===== src/rtl/bi_mem_arb_pkg.sv =====
// -----------------------------------------------------------------------------
// bi_mem_arb_pkg
// Shared types and helpers for the BiMem round-robin arbiter.
//   arb_state_e : command-slot FSM state (IDLE = slot empty, CMD = slot loaded)
//   rr_pick_t   : result of a round-robin search (found flag + winner index)
//   rr_pick()   : first valid requester at or after ptr, modulo ports
// Optional feature macro used by the top level: BI_MEM_ARB_STATS_EN.
// -----------------------------------------------------------------------------
package bi_mem_arb_pkg;

  // Index width is fixed at the largest supported port count so that the
  // helper can be shared by every instance regardless of PORTS.
  localparam int unsigned RR_MAX_PORTS = 16;
  localparam int unsigned RR_IDX_W     = 4;

  typedef enum logic [0:0] {
    ST_IDLE = 1'b0,
    ST_CMD  = 1'b1
  } arb_state_e;

  typedef struct packed {
    logic                found;
    logic [RR_IDX_W-1:0] idx;
  } rr_pick_t;

  // Scan ptr, ptr+1, ... (mod ports) and return the first valid index.
  function automatic rr_pick_t rr_pick(
    input logic [RR_MAX_PORTS-1:0] valid,
    input logic [RR_IDX_W-1:0]     ptr,
    input int unsigned             ports
  );
    rr_pick_t    res;
    int unsigned cand;
    res = '0;
    for (int unsigned i = 0; i < RR_MAX_PORTS; i++) begin
      cand = (32'(ptr) + i) % ports;
      if (i < ports && !res.found && valid[cand[RR_IDX_W-1:0]]) begin
        res.found = 1'b1;
        res.idx   = cand[RR_IDX_W-1:0];
      end
    end
    return res;
  endfunction

endpackage


===== src/rtl/bi_rr_arbiter.sv =====
// -----------------------------------------------------------------------------
// bi_rr_arbiter
// Generic round-robin arbiter with a grant-enable input.
//   clk_i, rst_ni : clock / asynchronous active-low reset
//   valid_i       : per-port request valid
//   grant_en_i    : a grant may be issued this cycle
//   grant_o       : one-hot grant (zero when disabled or nothing valid)
//   found_o       : some port is valid (independent of grant_en_i)
//   idx_o         : winning port index
// The pointer advances past the winner only on an actual grant.
// -----------------------------------------------------------------------------
module bi_rr_arbiter
  import bi_mem_arb_pkg::*;
#(
  parameter int PORTS = 4
) (
  input  logic                clk_i,
  input  logic                rst_ni,
  input  logic [PORTS-1:0]    valid_i,
  input  logic                grant_en_i,
  output logic [PORTS-1:0]    grant_o,
  output logic                found_o,
  output logic [RR_IDX_W-1:0] idx_o
);

  logic [RR_IDX_W-1:0] r_ptr;
  rr_pick_t            w_pick;
  logic                w_fire;

  assign w_pick  = rr_pick(16'(valid_i), r_ptr, PORTS);
  assign found_o = w_pick.found;
  assign idx_o   = w_pick.idx;
  assign w_fire  = grant_en_i & w_pick.found;

  for (genvar gi = 0; gi < PORTS; gi++) begin : g_grant
    assign grant_o[gi] = w_fire && (w_pick.idx == RR_IDX_W'(gi));
  end

  always_ff @(posedge clk_i or negedge rst_ni) begin
    if (!rst_ni) begin
      r_ptr <= '0;
    end else if (w_fire) begin
      r_ptr <= (w_pick.idx == RR_IDX_W'(PORTS - 1)) ? '0 : w_pick.idx + RR_IDX_W'(1);
    end
  end

endmodule


===== src/rtl/bi_mem_arbiter.sv =====
// -----------------------------------------------------------------------------
// bi_mem_arbiter
// Shares one single-port BiMem between PORTS requesters (round robin).
//   clk_i, rst_ni            : clock / asynchronous active-low reset
//   reqValid_i / reqReady_o  : per-port request handshake (ready one-hot)
//   reqWrite_i, reqAddr_i,
//   reqWData_i               : per-port command fields (packed per port)
//   rspValid_o, rspData_o    : one-hot read strobe + shared read data
//   mem*_o / mem*_i          : BiMem command port, read data and hold
//   statConflict_o           : only with BI_MEM_ARB_STATS_EN; saturating
//                              count of contended slot-free cycles
// Memory outputs come straight from a command register; a new command is
// loaded whenever the slot is empty or the current one is being taken.
// PROFILE is carried only so integration can forward it to BiMem.
// -----------------------------------------------------------------------------
module bi_mem_arbiter
  import bi_mem_arb_pkg::*;
#(
  parameter int    PORTS   = 4,
  parameter int    WIDTH   = 16,
  parameter int    HEIGHT  = 16,
  parameter string PROFILE = "default",
  localparam int   AW      = $clog2(HEIGHT)
) (
  input  logic                   clk_i,
  input  logic                   rst_ni,
  input  logic [PORTS-1:0]       reqValid_i,
  output logic [PORTS-1:0]       reqReady_o,
  input  logic [PORTS-1:0]       reqWrite_i,
  input  logic [PORTS*AW-1:0]    reqAddr_i,
  input  logic [PORTS*WIDTH-1:0] reqWData_i,
  output logic [PORTS-1:0]       rspValid_o,
  output logic [WIDTH-1:0]       rspData_o,
  output logic                   memEnable_o,
  output logic                   memIsWrite_o,
  output logic [AW-1:0]          memAddr_o,
  output logic [WIDTH-1:0]       memWData_o,
  input  logic [WIDTH-1:0]       memRData_i,
  input  logic                   memHold_i
`ifdef BI_MEM_ARB_STATS_EN
  ,
  output logic [15:0]            statConflict_o
`endif
);

  arb_state_e          r_state;
  logic                r_cmd_write;
  logic [AW-1:0]       r_cmd_addr;
  logic [WIDTH-1:0]    r_cmd_wdata;
  logic [RR_IDX_W-1:0] r_cmd_port;
  logic                r_pend_valid;
  logic [RR_IDX_W-1:0] r_pend_port;

  logic                w_cmd_valid;
  logic                w_accepted;
  logic                w_slot_free;
  logic                w_grant_en;
  logic [PORTS-1:0]    w_grant;
  logic                w_found;
  logic                w_grant_any;
  logic [RR_IDX_W-1:0] w_idx;
  logic                w_sel_write;
  logic [AW-1:0]       w_sel_addr;
  logic [WIDTH-1:0]    w_sel_wdata;

  assign w_cmd_valid = (r_state == ST_CMD);
  assign w_accepted  = w_cmd_valid & ~memHold_i;
  assign w_slot_free = ~w_cmd_valid | w_accepted;
  // Reset is folded in so ready stays low while the block is held in reset.
  assign w_grant_en  = w_slot_free & rst_ni;
  assign w_grant_any = w_found & w_grant_en;

  bi_rr_arbiter #(
    .PORTS (PORTS)
  ) u_rr (
    .clk_i      (clk_i),
    .rst_ni     (rst_ni),
    .valid_i    (reqValid_i),
    .grant_en_i (w_grant_en),
    .grant_o    (w_grant),
    .found_o    (w_found),
    .idx_o      (w_idx)
  );

  // Select the winning port's fields with the one-hot grant.
  always_comb begin
    w_sel_write = 1'b0;
    w_sel_addr  = '0;
    w_sel_wdata = '0;
    for (int p = 0; p < PORTS; p++) begin
      if (w_grant[p]) begin
        w_sel_write = reqWrite_i[p];
        w_sel_addr  = reqAddr_i[p*AW +: AW];
        w_sel_wdata = reqWData_i[p*WIDTH +: WIDTH];
      end
    end
  end

  always_ff @(posedge clk_i or negedge rst_ni) begin
    if (!rst_ni) begin
      r_state      <= ST_IDLE;
      r_cmd_write  <= 1'b0;
      r_cmd_addr   <= '0;
      r_cmd_wdata  <= '0;
      r_cmd_port   <= '0;
      r_pend_valid <= 1'b0;
      r_pend_port  <= '0;
    end else begin
      // A read taken this cycle has its data on memRData_i next cycle.
      r_pend_valid <= w_accepted & ~r_cmd_write;
      r_pend_port  <= r_cmd_port;

      if (w_grant_any) begin
        r_cmd_write <= w_sel_write;
        r_cmd_addr  <= w_sel_addr;
        r_cmd_wdata <= w_sel_wdata;
        r_cmd_port  <= w_idx;
      end

      case (r_state)
        ST_IDLE: if (w_grant_any) r_state <= ST_CMD;
        ST_CMD:  if (w_accepted && !w_grant_any) r_state <= ST_IDLE;
        default: r_state <= ST_IDLE;
      endcase
    end
  end

  assign reqReady_o   = w_grant;
  assign memEnable_o  = w_cmd_valid;
  assign memIsWrite_o = r_cmd_write;
  assign memAddr_o    = r_cmd_addr;
  assign memWData_o   = r_cmd_wdata;
  assign rspData_o    = memRData_i;

  for (genvar gi = 0; gi < PORTS; gi++) begin : g_rsp
    assign rspValid_o[gi] = r_pend_valid && (r_pend_port == RR_IDX_W'(gi));
  end

`ifdef BI_MEM_ARB_STATS_EN
  logic [15:0] r_stat_conflict;
  logic        w_multi_valid;

  // x & (x-1) is non-zero exactly when two or more bits are set.
  assign w_multi_valid = |(reqValid_i & (reqValid_i - PORTS'(1)));

  always_ff @(posedge clk_i or negedge rst_ni) begin
    if (!rst_ni) begin
      r_stat_conflict <= '0;
    end else if (w_multi_valid && w_slot_free && r_stat_conflict != 16'hFFFF) begin
      r_stat_conflict <= r_stat_conflict + 16'd1;
    end
  end

  assign statConflict_o = r_stat_conflict;
`endif

endmodule


===== config.mk =====
export PLATFORM = sky130hd
export DESIGN_NAME = bi_mem_arbiter
export DESIGN_NICKNAME = d
export VERILOG_FILES = /design/src/rtl/bi_mem_arb_pkg.sv /design/src/rtl/bi_rr_arbiter.sv /design/src/rtl/bi_mem_arbiter.sv
export SDC_FILE = /design/constraint.sdc
export NUM_CORES = 1
export LEC_CHECK = 0
export CAP_MARGIN = 10
export CORE_MARGIN = 2
export CORE_UTILIZATION = 35
export DETAILED_ROUTE_END_ITERATION = 8
export PLACE_DENSITY = 0.84
export SYNTH_ARGS = -nofsm -noshare
export SYNTH_HDL_FRONTEND = slang
export SYNTH_SLANG_ARGS = --single-unit
export TNS_END_PERCENT = 20

===== constraint.sdc =====
create_clock -name clk_i -period 3 [get_ports clk_i]
set_input_delay 0.6 -clock clk_i [delete_from_list [all_inputs] [get_ports clk_i]]
set_output_delay 0.6 -clock clk_i [all_outputs]
set_load 0.005 [all_outputs]

# ---- Yosys cells after proc, flatten, opt, wreduce, memory -nomap -nowiden
# Cells that the tools add are included.
dict set report op_classes {
  n_lt_le_gt_ge 4
  mux 28
  bitwise 8
  addsub 4
  eq_ne 6
  n_reduce_logical 18
}
# cell n
set op_table {}
lappend op_table {{two-way mux 16 bit} 4}
lappend op_table {{< comparator 2 x 5 -> 1 bit (second input constant)} 4}
lappend op_table {{two-way mux 5 bit} 4}
lappend op_table {{== test 4 x 2 -> 1 bit (second input constant)} 4}
lappend op_table {{two-way mux 4 bit} 4}
lappend op_table {{logical AND 1 bit} 12}
lappend op_table {{two-way mux 1 bit} 10}
lappend op_table {{binary-select mux 1 bit (select 2 bit)} 4}
lappend op_table {{== test 4 x 1 -> 1 bit (second input constant)} 2}
lappend op_table {{logical NOT 4 bit} 2}
lappend op_table {{adder 2 x 1 -> 2 bit (second input constant)} 2}
lappend op_table {{adder 2 bit (second input constant)} 2}
lappend op_table {{AND 1 bit} 4}
lappend op_table {{logical NOT 1 bit} 4}
lappend op_table {{NOT 1 bit} 3}
lappend op_table {{two-way mux 2 bit} 1}
lappend op_table {{case mux 1 bit (2 select lines)} 1}
lappend op_table {{bitwise OR 1 bit} 1}
dict set report word_totals {
  output_inout_bits 46
  elab_cells 76
  ff_bits 33
  inputBits 107
}

# ---- Logic depth before layout (Yosys ltp)
# Gate-level depths: netlist of run 1.
dict set report logic_depth {
  ltp_word 18
  ltp_mapped 9
  mapped_depth_nobuf 7
}

# ---- Cells and area by module
# From an unflattened synthesis of run 1, not the netlist that was laid out.
dict set report hier_totals {
  cells_unflattened 265
  hier_area_um2 2382.3
}
# mod seq_area_each_um2 instances area_each_um2 cells_per_inst
set by_module_without_submodules {}
lappend by_module_without_submodules {bi_mem_arbiter 775.7 1 2093.3 232}
lappend by_module_without_submodules {bi_rr_arbiter 50.0 1 289.0 33}

# ---- Least setup slack after synthesis of run 1
# No wires, ideal clock.
dict set report synth_path {
  kind {input to output}
  start {input reqValid_i[0]}
  end {output reqReady_o[2]}
  arrival_ns 2.167
  required_ns 2.400
  n_path_buf 2
  path_slack_ns 0.233
  cell_stages 7
  cell_sequence {or3b_2 > o21ai_0 > or2_2 > ha_1 > clkbuf_1 > clkbuf_1 > and3_1}
}
dict set report synth_between {
  elab_chain_cells 14
  elab_cells_between_ends 21
  classes_between {eq/ne: 1; mux: 12; bitwise: 1; reduce/logical: 7}
}
# element line
set synth_rtl {}
lappend synth_rtl {{start, declared} bi_mem_arbiter.sv:27} ;# input logic [PORTS-1:0] reqValid_i,
lappend synth_rtl {{binary-select mux 1 bit (select 2 bit)} bi_mem_arb_pkg.sv:37} ;# if (i < ports && !res.found && valid[cand[RR_IDX_W-1:0]]) begin
lappend synth_rtl {{two-way mux 1 bit (implied by the code)} bi_mem_arb_pkg.sv:37}
lappend synth_rtl {{two-way mux 5 bit} bi_mem_arb_pkg.sv:37}
lappend synth_rtl {{logical NOT 1 bit} bi_mem_arb_pkg.sv:37}
lappend synth_rtl {{logical AND 1 bit} bi_mem_arb_pkg.sv:37}
lappend synth_rtl {{two-way mux 5 bit} bi_mem_arb_pkg.sv:37}
lappend synth_rtl {{logical NOT 1 bit} bi_mem_arb_pkg.sv:37}
lappend synth_rtl {{logical AND 1 bit} bi_mem_arb_pkg.sv:37}
lappend synth_rtl {{two-way mux 5 bit} bi_mem_arb_pkg.sv:37}
lappend synth_rtl {{logical NOT 1 bit} bi_mem_arb_pkg.sv:37}
lappend synth_rtl {{logical AND 1 bit} bi_mem_arb_pkg.sv:37}
lappend synth_rtl {{two-way mux 5 bit (*)} bi_mem_arb_pkg.sv:37}
lappend synth_rtl {{== test 4 x 2 -> 1 bit / AND 1 bit (equally long branches)} {bi_rr_arbiter.sv:36, bi_rr_arbiter.sv:33}}
lappend synth_rtl {{logical AND 1 bit (*)} bi_rr_arbiter.sv:36} ;# assign grant_o[gi] = w_fire && (w_pick.idx == RR_IDX_W'(gi));
lappend synth_rtl {{end, declared} bi_mem_arbiter.sv:28} ;# output logic [PORTS-1:0] reqReady_o,
# Every way passes the cells marked *; elsewhere a longest branch is shown, timed or not. The select of a mux whose other input is x is not followed.

# ---- Worst setup path in the final report of run 1
dict set report layout_path {
  start {input reqValid_i[2]}
  end {output reqReady_o[3]}
}
# Same word-level chain as after synthesis.

==> summary.txt, run 1 <==
Floorplan
  • I/O pins: 153
  • Die span in x: 83.23 um
  • Cell Rows: 28
  • Core Box Area: 5991 um^2
  • Full die area: 6927 um^2
  • Die Y: 83.23 um
  • Initial core utilization: 36.68%

Detailed routing
  • Total number of vias: 2366
  • Final wirelength: 7131 um
  • Drt initial violations: 89
  • WL per Instance: 16.21 um
  • DRC Markers: 0
  • Via/cell ratio: 5.377
  • DR pass1 iterations: 4
  • Antenna Nets Post-Route: 0

Global routing
  • Largest net degree at the start of global routing: 43
  • Overflow after GRT: 0
  • Antenna violations before repair: 0
  • Gr usage total: 20.39%
  • Vias in the first global route: 2383
  • First-pass GRT wire length: 11400 um

Pwr
  • Internal: 1.506 mW
  • Power Dens Cells: 669.5 nW/um^2
  • P_sw: 0.8499 mW
  • Final Total Pwr: 2.356 mW
  • Clk pwr share: 14.9%
  • Peak VDD IR: 0.4823 mV
  • Logic pwr share: 56.5%
  • Leak pwr: 1.438 nW
  • Sequential power share: 28.6%
  • Net Sw Frac: 36.07%

Timing
  • Smallest hold slack: 0.3667 ns
  • Final period utilization: 98.42%
  • Slew HR: 62.07%
  • Slew Limit Fails: 0
  • F_max: 338.7 MHz
  • Final clock skew: 0.005706 ns
  • Worst setup margin: 0.04738 ns
  • Hold Violations, Final: 0
  • RSZ-0062 raised after global routing: no
  • Slew @ Worst Pin: 0.5637 ns
  • Final critical-path required period: 2.953 ns
  • Final setup viols: 0

Logic synthesis
  • EDFF count, synth: 0
  • Seq cells post-synth: 29
  • Prevailing post-synth register cell: dfrtp_1
  • Synth warnings: 0
  • Mapped Area: 2197 um^2
  • Sequential area share after synthesis: 33.03%
  • Syn Nets: 368
  • Ys async rst share: 100.0%
  • Gate Count Post-Synth: 257
  • Yosys cell types: 34
  • Syn Area/Cell: 8.549 um^2

Clocking
  • CTS max path bufs: 2
  • Clock tree from TritonCTS: done
  • Clk_lat worst skew: 0.27 ns
  • Clock transition at path regs: 0.06 ns
  • Htree depth: 2
  • Sink Count: 29
  • Num CTS Buffers: 5
  • CTS root buf: clkbuf_8

Min path
  • Hold path startpoint: r_cmd_port[0]$_DFFE_PN0P_
  • Hold crit path type: reg2reg

Status
  • Outcome: completed

Placement
  • Routability Congestion: 0.8371
  • Dpl hpwl: 5211 um
  • Place WS: -0.3341 ns
  • Post-placement cell count: 430
  • I/O Buffers: 120

Run
  • Max Cap Viol: 0

Cells and area
  • Multi-input gate area: 1176 um^2
  • Nets: 475
  • Fillers: 554
  • Layout Area Growth over Synthesis: 60.19%
  • End-of-flow core utilization: 58.75%
  • ANT cells: 0
  • Layout cell share with drive strength beyond 1: 15.34%
  • Register area: 725.7 um^2
  • Filler-free cell count of the finished design: 440

Setup path
  • CP endpoint kind: output port
  • Startpoint Class: input port
  • Critical Path RT: 2.40 ns
  • Worst r2r src: u_rr.r_ptr[0]$_DFFE_PN0P_
  • CP arrival: 2.35 ns
  • Critical path class: in2out
  • Worst setup startpoint: reqValid_i[2]
  • CP Max Fanout: 7
-- power by group through the flow --
stage               Sequential (mW)  Combinational, mW  Clock (mW)
global route                  0.696               1.45       0.389
floorplan                     0.673              0.715           0
finish                        0.674               1.33       0.351
CTS                           0.671               1.33       0.367
detailed placement            0.677               1.31           0
global placement              0.665               1.29           0
-- final cells by class --
cell class | instances | share of cell area, %
repair buffers | 139 | 38.18
multi-input cells | 168 | 33.42
flip-flops and latches | 29 | 20.62
clock buffers | 7 | 2.737
well taps | 75 | 2.666
inverters | 21 | 2.240
clock inverters | 1 | 0.1422
-- cell usage in the layout (no fill, tap or decap), types with 2 or more instances in the layout --
cell type / count
a21oi_1: 26
a21oi_2: 16
a221o_1: 21
a31oi_1: 21
and3_1: 5
buf_4: 19
clkbuf_8: 7
clkdlybuf4s50_1: 114
dfrtp_1: 29
dlygate4sd2_1: 4
dlymetal6s2s_1: 2
ha_1: 3
inv_1: 21
nand2_1: 27
nand3b_1: 21
nor2_1: 2
nor2_2: 2
nor3b_1: 2
o21ai_0: 2
o31ai_1: 2
-- sequential cells by signal (all words and copies together), names as in the netlist --
register and count:
memAddr_o 4, memEnable_o 1, memIsWrite_o 1, memWData_o 16
r_cmd_port 2, r_pend_port 2, r_pend_valid 1, u_rr.r_ptr 2
-- worst paths after layout --
kind / end / slack (ns) / depth (start not counted)
worst min register to register: r_pend_port[0]$_DFF_PN0_ / 0.37 / 0
max in group asynchronous: memWData_o[5]$_DFFE_PN0P_ / 1.94 / 2
min in group asynchronous: memEnable_o$_DFF_PN0_ / 0.77 / 2
worst min-delay path: r_pend_port[0]$_DFF_PN0_ / 0.37 / 0
worst max-delay path: reqReady_o[3] / 0.05 / 4
worst max register to register: memAddr_o[3]$_DFFE_PN0P_ / 0.51 / 8
-- metal layers --
| metal | part of all wire, % | GRT usage [%] | up-vias | wire length [um] |
|---|---|---|---|---|
| met1 | 40 | 22.43 | 1099 | 2866 |
| met5 | 0 | 0 | - | 0 |
| li1 | - | - | 1129 | - |
| met3 | 7.4 | 6.064 | 20 | 531 |
| met2 | 50 | 36.95 | 118 | 3575 |
| met4 | 2.2 | 7.303 | 0 | 157 |
-- cell families (layout without fill, tap and decap cells) --
logic type	count (synthesis)	count (layout)	synth area share [%]
AOI/OAI and AO/OA	95	95	31.55
adders and majority gates	4	4	2.278
buffers and inverters	60	168	14.92
DFF	29	29	33.03
muxes	1	1	0.5125
and+or+nand+nor	68	68	17.71
-- critical path: stages --
cell	delay [ns]
clkdlybuf4s50_1	0.48
or4_4	0.62
and3_1	0.21
clkdlybuf4s50_1	0.44
-- repair_timing --
item,4_1_cts,5_1_grt
setup buffers,1,1
pin swaps,3,3
cloned,0,0
setup endpoints to repair,4,1
hold endpoints to repair,0,0
resized for setup,10,6
hold buffers,0,0
-- cells in the mapped netlist, types with 6 or more instances --
cell | number | area [um^2]
dfrtp_1 | 29 | 725.7
nand2_1 | 27 | 101.4
a21oi_1 | 26 | 130.1
a221o_1 | 21 | 210.2
a31oi_1 | 21 | 131.4
inv_1 | 21 | 78.83
nand3b_1 | 21 | 157.7
a21oi_2 | 16 | 140.1
buf_4 | 16 | 120.1
clkbuf_1 | 13 | 48.80
and3_1 | 6 | 37.54
buf_2 | 6 | 30.03
-- per-stage QoR --
step,TNS [ns],instance area [um^2]
finish,0,3520
CTS,-0.05114,3495
detailed placement,-4.151,3381
global placement,-2.585,3381
floorplan,0,2197
global route,0,3520
Power figures use the tool's default switching activity.
==> run 2: changes to the inputs <==
Settings changed: SETUP_SLACK_MARGIN from default to 0.3.
==> run 2 against run 1 <==
- clock skew about the same
- flip-flop and latch count unchanged
- first-iteration DRC count increased by 22%
- core utilization increased by 0.31 points
- power decreased by 0.11%
- critical endpoint is now reqReady_o[0]
==> summary.txt, run 2 (synthesized netlist as in run 1, its figures left out) <==
Detailed routing
  • Via/cell ratio: 5.381 (about the same)
  • Final wirelength: 7189 um (+0.81%)
  • WL per Instance: 16.23 um (+0.13%)
  • Antenna Nets Post-Route: 0 (unchanged)
  • Total number of vias: 2384 (+0.76%)
  • DR pass1 iterations: 4 (unchanged)
  • Drt initial violations: 109 (+22%)
  • DRC Markers: 0 (unchanged)

Timing
  • Slew @ Worst Pin: 0.4912 ns (-0.07251 ns)
  • Smallest hold slack: 0.3852 ns (+0.01852 ns)
  • Final period utilization: 90.41% (-8.0 points)
  • Hold Violations, Final: 0 (unchanged)
  • Slew Limit Fails: 0 (unchanged)
  • Final critical-path required period: 2.712 ns (-0.2404 ns)
  • Slew HR: 66.95% (+4.9 points)
  • Setup TNS: 0 ns (unchanged)
  • RSZ-0062 raised after global routing: yes
  • F_max: 368.7 MHz (+8.9%)
  • Worst setup margin: 0.2878 ns (+0.2404 ns)
  • Final clock skew: 0.006092 ns (+0.0003855 ns)
  • Final setup viols: 0 (unchanged)

Floorplan
  • Initial core utilization: 36.68% (unchanged)
  • Full die area: 6927 um^2 (unchanged)
  • Die Y: 83.23 um (unchanged)
  • I/O pins: 153 (unchanged)
  • Core Box Area: 5991 um^2 (unchanged)
  • Cell Rows: 28 (unchanged)
  • Die span in x: 83.23 um (unchanged)

Clocking
  • CTS root buf: clkbuf_8
  • Clock transition at path regs: 0.07 ns (about the same)
  • Hold Buf Count CTS: 0 (unchanged)
  • CTS max path bufs: 2 (unchanged)
  • Htree depth: 2 (unchanged)
  • Num CTS Buffers: 5 (unchanged)
  • Clk_lat worst skew: 0.28 ns (about the same)
  • Sink Count: 29 (unchanged)
  • Clock tree from TritonCTS: done

Cells and area
  • ANT cells: 0 (unchanged)
  • Fillers: 544 (-1.8%)
  • Filler-free cell count of the finished design: 443 (+0.68%)
  • Most common cell after layout, fill and taps aside: clkdlybuf4s50_1
  • Commonest non-fill, non-tap cells in the layout: clkdlybuf4s50_1 (112), dfrtp_1 (29), nand2_1 (27)
  • Nets: 478 (+0.63%)
  • Largest register FFs: 16 (unchanged)
  • Layout Area Growth over Synthesis: 61.05%
  • End-of-flow core utilization: 59.06% (+0.31 points)
  • Layout cell share with drive strength beyond 1: 17.39% (+2.0 points)

Status
  • Outcome: completed

Setup path
  • Worst reg2reg endpoint: memAddr_o[1]$_DFFE_PN0P_
  • Worst R2R Path Depth: 9 (+1)
  • Critical path class: in2out
  • Slowest stage cell, crit path: or4_4
  • Worst r2r src: u_rr.r_ptr[0]$_DFFE_PN0P_
  • Flop-to-flop setup slack: 0.49 ns (-0.02 ns)
  • Crit-path cells: dlygate4sd2_1 -> buf_4 -> or4_4 -> and3_1 -> dlygate4sd2_1
  • CP Max Fanout: 9 (+2)
  • CP endpoint kind: output port
  • Crit-path max cell delay: 0.59 ns (-0.03 ns)
  • Critical Path RT: 2.40 ns (about the same)
  • Buf+Inv Stages, Crit Path: 3 (+1)
  • Startpoint Class: input port
  • Stages on worst setup path: 5 (+1)
  • Most frequent cell on the critical path: dlygate4sd2_1
  • CP delay by family, top: simple AND/OR/NAND/NOR gates
  • CP arrival: 2.11 ns (-0.24 ns)

Placement
  • Place WS: -0.3484 ns (-0.01434 ns)
  • Post-placement cell count: 432 (+0.47%)
  • Dpl hpwl: 5058 um (-2.9%)
  • I/O Buffers: 120 (unchanged)
  • Routability Congestion: 0.8499 (+1.5%)

Global routing
  • Vias in the first global route: 2368 (-0.63%)
  • Gr usage total: 20.67% (+0.28 points)
  • Overflow after GRT: 0 (unchanged)
  • Antenna violations before repair: 0 (unchanged)
  • Largest net degree at the start of global routing: 43 (unchanged)
  • First-pass GRT wire length: 11550 um (+1.3%)

Min path
  • Hold crit path type: reg2reg
  • Hold endpoint: r_pend_port[1]$_DFF_PN0_
  • Hold path startpoint: r_cmd_port[1]$_DFFE_PN0P_
  • Hold Path Depth: 0 (unchanged)

Run
  • Max Cap Viol: 0 (unchanged)

Pwr
  • Leak pwr: 1.419 nW (-1.3%)
  • Peak VDD IR: 0.3688 mV (-24%)
  • Power Dens Cells: 665.2 nW/um^2 (-0.64%)
[run 2: how the worst max path moves through the flow]
stage                  startpoint       endpoint  slack [ns]
CTS                 reqValid_i[3]  reqReady_o[2]        0.30
floorplan           reqValid_i[0]  reqReady_o[2]        0.33
global route        reqValid_i[0]  reqReady_o[3]        0.28
finish              reqValid_i[3]  reqReady_o[0]        0.29
global placement    reqValid_i[0]  reqReady_o[2]       -0.30
detailed placement  reqValid_i[0]  reqReady_o[2]       -0.35
[run 2: layer usage]
metal	GRT usage, %	share of wire [%]
met5	0	0
met1	23.86	42
met4	8.346	2.8
met3	5.765	8.1
met2	35.92	47
[run 2: cell type report]
class | instances | area (um^2) | area share (%)
well taps | 75 | 93.84 | 2.652
inverters | 21 | 78.83 | 2.228
flip-flops and latches | 29 | 725.7 | 20.51
clock inverters | 3 | 17.52 | 0.4951
clock buffers | 5 | 68.82 | 1.945
repair buffers | 142 | 1358 | 38.37
multi-input cells | 168 | 1196 | 33.80
[run 2: power breakdown]
| group | total [mW] | switching (mW) | internal, mW | leakage [nW] |
|---|---|---|---|---|
| logic | 1.36 | 0.598 | 0.764 | 1.04 |
| registers | 0.673 | 0.122 | 0.551 | 0.337 |
| clock network | 0.319 | 0.159 | 0.160 | 0.0439 |
[run 2: through the flow]
step | total power, mW | instance area [um^2]
after global routing | 2.522 | 3538
after detailed placement | 1.992 | 3396
final | 2.354 | 3538
after CTS | 2.365 | 3536
after global placement | 1.952 | 3396
after floorplan | 1.389 | 2198
[run 2: what timing repair did]
item,in CTS,in global routing
buffers inserted,3,0
endpoints found under the setup margin,25,4
endpoints found under the hold margin,0,0
pin swaps,2,2
gates resized for setup,24,5
